===== src/rtl/ascon_dec_seq.sv =====
// ascon_dec_seq: ASCON-128 decryption ciphertext-phase sequencer (optional partial last block via ASCON_DEC_SEQ_PARTIAL_EN)
module ascon_dec_seq #(
  parameter int NROUNDS = 6
) (
  input  logic        clk,
  input  logic        rst,
  input  logic        st_load,
  input  logic [63:0] st_in0,
  input  logic [63:0] st_in1,
  input  logic [63:0] st_in2,
  input  logic [63:0] st_in3,
  input  logic [63:0] st_in4,
  input  logic        ct_valid,
  output logic        ct_ready,
  input  logic [63:0] ct_data,
  input  logic        ct_last,
`ifdef ASCON_DEC_SEQ_PARTIAL_EN
  input  logic [3:0]  ct_bytes,
`endif
  output logic        pt_valid,
  input  logic        pt_ready,
  output logic [63:0] pt_data,
  output logic        pt_last,
  output logic [63:0] rnd_x0,
  output logic [63:0] rnd_x1,
  output logic [63:0] rnd_x2,
  output logic [63:0] rnd_x3,
  output logic [63:0] rnd_x4,
  output logic [7:0]  rnd_rc,
  input  logic [63:0] rnd_y0,
  input  logic [63:0] rnd_y1,
  input  logic [63:0] rnd_y2,
  input  logic [63:0] rnd_y3,
  input  logic [63:0] rnd_y4,
  output logic [63:0] st_out0,
  output logic [63:0] st_out1,
  output logic [63:0] st_out2,
  output logic [63:0] st_out3,
  output logic [63:0] st_out4,
  output logic        done
);
  typedef enum logic [2:0] {IDLE, WAIT_CT, EMIT, PERM, DONE} st_e;
  st_e              st_q;
  logic [4:0][63:0] x_q;
  logic [4:0][63:0] y;
  logic [63:0]      pt_data_q, m, pad, pt_d, x0_d;
  logic [3:0]       r_q, k, n;
  logic [6:0]       sh;
  logic             last_q, ct_ready_q, pt_valid_q, pt_last_q, done_q;

  assign y = {rnd_y4, rnd_y3, rnd_y2, rnd_y1, rnd_y0};
  assign {rnd_x4, rnd_x3, rnd_x2, rnd_x1, rnd_x0} = x_q;
  assign {st_out4, st_out3, st_out2, st_out1, st_out0} = x_q;
  assign ct_ready = ct_ready_q;
  assign pt_valid = pt_valid_q;
  assign pt_data  = pt_data_q;
  assign pt_last  = pt_last_q;
  assign done     = done_q;
  assign k        = 4'(12 - NROUNDS) + r_q;
  assign rnd_rc   = (st_q == PERM) ? {4'hF - k, k} : 8'h00;

  // Byte mask of valid ciphertext bytes and the 0x80 pad byte for a short last block
  always_comb begin
`ifdef ASCON_DEC_SEQ_PARTIAL_EN
    n = ct_last ? ct_bytes : 4'd8;
`else
    n = 4'd8;
`endif
    sh   = {n, 3'b000};
    m    = ~(64'hFFFF_FFFF_FFFF_FFFF >> sh);
    pad  = (n < 4'd8) ? (64'h80 << (7'd56 - sh)) : 64'h0;
    pt_d = (x_q[0] ^ ct_data) & m;
    x0_d = ((ct_data & m) | (x_q[0] & ~m)) ^ pad;
  end

  // Sequencer FSM with registered handshake outputs and the state datapath
  always_ff @(posedge clk)
    if (rst) begin
      st_q       <= IDLE;
      x_q        <= '0;
      pt_data_q  <= '0;
      r_q        <= '0;
      last_q     <= 1'b0;
      ct_ready_q <= 1'b0;
      pt_valid_q <= 1'b0;
      pt_last_q  <= 1'b0;
      done_q     <= 1'b0;
    end else begin
      done_q <= 1'b0;
      case (st_q)
        IDLE:
          if (st_load) begin
            x_q        <= {st_in4, st_in3, st_in2, st_in1, st_in0};
            ct_ready_q <= 1'b1;
            st_q       <= WAIT_CT;
          end
        WAIT_CT:
          if (ct_valid) begin
            pt_data_q  <= pt_d;
            x_q[0]     <= x0_d;
            pt_last_q  <= ct_last;
            last_q     <= ct_last;
            ct_ready_q <= 1'b0;
            pt_valid_q <= 1'b1;
            st_q       <= EMIT;
          end
        EMIT:
          if (pt_ready) begin
            pt_valid_q <= 1'b0;
            pt_last_q  <= 1'b0;
            r_q        <= '0;
            done_q     <= last_q;
            st_q       <= last_q ? DONE : PERM;
          end
        PERM: begin
          x_q <= y;
          r_q <= r_q + 4'd1;
          if (r_q == 4'(NROUNDS - 1)) begin
            ct_ready_q <= 1'b1;
            st_q       <= WAIT_CT;
          end
        end
        DONE:    st_q <= IDLE;
        default: st_q <= IDLE;
      endcase
    end
endmodule


===== config.mk =====
export PLATFORM = sky130hd
export DESIGN_NAME = ascon_dec_seq
export DESIGN_NICKNAME = d
export VERILOG_FILES = /design/src/rtl/ascon_dec_seq.sv
export SDC_FILE = /design/constraint.sdc
export NUM_CORES = 1
export LEC_CHECK = 0
export ABC_AREA = 0
export BUFFER_PORTS_ARGS = -buffer_cell sky130_fd_sc_hd__buf_2
export CELL_PAD_IN_SITES_DETAIL_PLACEMENT = 1
export CELL_PAD_IN_SITES_GLOBAL_PLACEMENT = 2
export CORE_AREA = 4 4 549 551
export CTS_BUF_LIST = sky130_fd_sc_hd__clkbuf_16
export DETAILED_ROUTE_END_ITERATION = 6
export DIE_AREA = 0 0 553 555
export GPL_ROUTABILITY_DRIVEN = 0
export HOLD_SLACK_MARGIN = 0.02
export PLACE_DENSITY_LB_ADDON = 0.1
export SYNTH_ARGS = -nofsm -noshare
export SYNTH_HDL_FRONTEND = slang
export SYNTH_SLANG_ARGS = --single-unit

===== constraint.sdc =====
create_clock -name clk -period 1.8 [get_ports clk]
set_input_delay 0.09 -clock clk [delete_from_list [all_inputs] [get_ports clk]]
set_output_delay 0.09 -clock clk [all_outputs]
set_load 0.05 [all_outputs]

==> results_dict.tcl <==
set metrics [dict create \
    holdPathEnd "st_q[1]$_SDFFE_PP0P_" \
    place_hpwl_um 161000 \
    overflow 0 \
    viasPerCell 3.13 \
    drive_gt1_frac 0.516 \
    start_util 0.0746 \
    peakVddDrop_mv 0.527 \
    syn-mean-instance-area_um2 9.13 \
    worst_slack_ns -0.243 \
    port_buffers 1425 \
    period_share 1.13 \
    grt_pass1_wl_um 274000 \
    synth_warnings 0 \
    worst-r2r-setup-slack_ns -0.24 \
    finClkSkew_ns 0.0322 \
    ios 1426 \
    hold_viol 0 \
    final_common_cell "buf_2" \
    timing.fmax_mhz 489 \
    r2r-start "st_q[2]$_SDFFE_PP0P_" \
    crit_arrival_ns 2.68 \
    numCtsBuffers 74 \
    synthArstFlopShare 0 \
    dr_total_vias 26316 \
    holdPathStages 5 \
    syn_inst 2419 \
    ys_ff_latch 396 \
    hold_class "in2reg" \
    final_cell_mix "buf_2 (1396), dlygate4sd3_1 (708), nand2_1 (514)" \
    yosys.area_share.simple 0.166 \
    synth.area.mux_share 0.0626 \
    worstPathMaxFanout 8 \
    cts_tree "built" \
    core_um2 296000 \
    floorplan.rows 200 \
    routed_wirelength_um 207000 \
    startpoint_type "flop" \
    synthXorXnorAreaFrac 0.0262 \
    synthAdderAreaFrac 0.00227 \
    antenna_found_initial 69 \
    outcome "complete, but fails checks" \
    synth_edf_count 0 \
    fin_hold_ws_ns 0.0934 \
    tightest_slew_ns 0.489 \
    postRouteAntennaNets 0 \
    rr_endpoint "rnd_x2[0]$_SDFFE_PP0P_" \
    clock-root-buffer "clkbuf_16" \
    fin_setup_tns_ns -35.88 \
    slew_headroom 0.676 \
    grt_pass1_vias 29180 \
    stdcell_area_um2 45900 \
    synthFlopType "dfxtp_1" \
    clock_sinks 396 \
    r2r.worst_path.cells 11 \
    wl_per_cell_um 24.6 \
    violations "negative setup slack" \
    pre_cts_slack_ns -0.151 \
    placedInstanceArea_um2 33000 \
    clock_latency_ns 0.74 \
    drv_slew 0 \
    nNetsFinal 5088 \
    path_class "reg2reg" \
    ys_types 44 \
    fin_crit_ns 2.04 \
    setup_viol 330 \
    synth_nets 3133 \
    drc 0 \
    die_x_um 553 \
    grt_use_total 0.129 \
    synth-compound-area-share 0.222 \
    power_density_nw_per_um2 994 \
    final_core_util 0.155 \
    fillCellCount 34782 \
    min_from "st_load" \
    synth_top_family_by_area "compound AO/OA/AOI/OAI gates" \
    crit_path_end_kind "flop" \
    clk_pin_slew_ns 0.05 \
    maxCapViolations 0 \
    p_total_mw 45.6 \
    dp_cells 7422 \
    seq_area_frac_synth 0.359 \
    drtIter0Drc 887 \
    grt_max_degree 39 \
    clockBufferDepth 4 \
    syn_to_final_growth_pct 108 \
    cts_max_level 3 \
    rsz0062_at_grt "true" \
    first_pass_iters 4 \
    p_leak_nw 19.3 \
    die-area_um2 307000 \
    synth_area_um2 22100 \
    crit_required_ns 2.43 \
    fp.dieH_um 555 \
    layoutNonFillerInstCount 8412 \
]
worst max path at each step:
stage | start | to | cells past startpoint
2_1_floorplan | st_q[0]$_SDFFE_PP0P_ | rnd_rc[3] | 5
3_3_place_gp | st_q[2]$_SDFFE_PP0P_ | rnd_x0[53]$_SDFFE_PP0P_ | 6
3_5_place_dp | st_q[2]$_SDFFE_PP0P_ | rnd_x0[53]$_SDFFE_PP0P_ | 6
4_1_cts | st_q[2]$_SDFFE_PP0P_ | rnd_rc[2] | 6
5_1_grt | st_q[2]$_SDFFE_PP0P_ | rnd_rc[3] | 5
6_report | st_q[2]$_SDFFE_PP0P_ | rnd_x2[0]$_SDFFE_PP0P_ | 11
Yosys cell counts, types with 2 or more instances:
cell type | number | area share
nand2_1 | 514 | 0.087
dfxtp_1 | 396 | 0.36
buf_4 | 322 | 0.11
nor3_1 | 257 | 0.058
a311oi_2 | 240 | 0.16
clkbuf_1 | 126 | 0.021
nor2_1 | 72 | 0.012
a211oi_1 | 67 | 0.023
mux2_2 | 65 | 0.033
mux2i_1 | 65 | 0.029
xnor2_1 | 65 | 0.026
o2bb2ai_1 | 64 | 0.025
buf_2 | 56 | 0.013
buf_6 | 28 | 0.014
a311oi_1 | 16 | 0.0063
buf_1 | 13 | 0.0022
inv_1 | 8 | 0.0014
a21oi_1 | 4 | 0.00091
and2_1 | 4 | 0.0011
ha_1 | 4 | 0.0023
nand2b_1 | 3 | 0.00085
nand3b_1 | 3 | 0.0010
o21ai_0 | 3 | 0.00068
and3_1 | 2 | 0.00057
and3b_1 | 2 | 0.00079
nand3_1 | 2 | 0.00045
flip-flops by register name, indices dropped and copies added (netlist names):
name,count
pt_last,1
last_q,1
r_q,4
pt_data,64
ct_ready,1
rnd_x4,64
pt_valid,1
rnd_x3,64
rnd_x0,64
done,1
rnd_x1,64
st_q,3
rnd_x2,64
repair_timing:
item | in CTS | in global routing
hold buffers | 708 | 0
endpoints found under the setup margin | 255 | 413
buffers inserted | 65 | 32
pin swaps | 102 | 78
gates cloned | 38 | 11
resized for setup | 282 | 164
endpoints found under the hold margin | 394 | 0
logic make-up after synthesis:
group | after synthesis
AOI/OAI and AO/OA | 402
xor gates and xnor gates | 66
adders and majority gates | 4
buffers and inverters | 553
DFF | 396
muxes | 130
and+or+nand+nor | 868
worst max-delay path, stage by stage, from the launching register on:
cell	delay, ns
dfxtp_2	0.32
buf_4	0.13
buf_6	0.11
nor4b_4	0.27
buf_6	0.15
buf_12	0.10
buf_12	0.12
buf_16	0.18
buf_12	0.12
buf_12	0.15
nor3_4	0.04
a311oi_2	0.22
final cells by class:
| cell class | instances | area (um^2) | share of cell area |
|---|---|---|---|
| repair buffers | 2424 | 18900 | 0.413 |
| clock inverters | 51 | 289 | 0.00630 |
| flip-flops and latches | 396 | 7970 | 0.174 |
| inverters | 8 | 35.0 | 0.000764 |
| diodes | 49 | 123 | 0.00267 |
| well taps | 3939 | 4930 | 0.107 |
| multi-input cells | 1470 | 11700 | 0.255 |
| clock buffers | 75 | 1880 | 0.0409 |
per-layer routing:
metal	wire length [um]	share of wire	vias to the layer above	track usage
li1	-	-	12346	-
met1	86500	0.42	12805	0.152
met2	102000	0.49	1007	0.227
met3	16300	0.079	138	0.0461
met4	2370	0.011	20	0.0171
met5	131	0.00063	-	0
where the power goes:
part	total [mW]	internal (mW)	switching, mW
logic	20.5	6.92	13.5
registers	11.6	9.88	1.72
clock network	13.5	7.90	5.60
total	45.6	24.7	20.9
(Power assumes the default switching activity.)
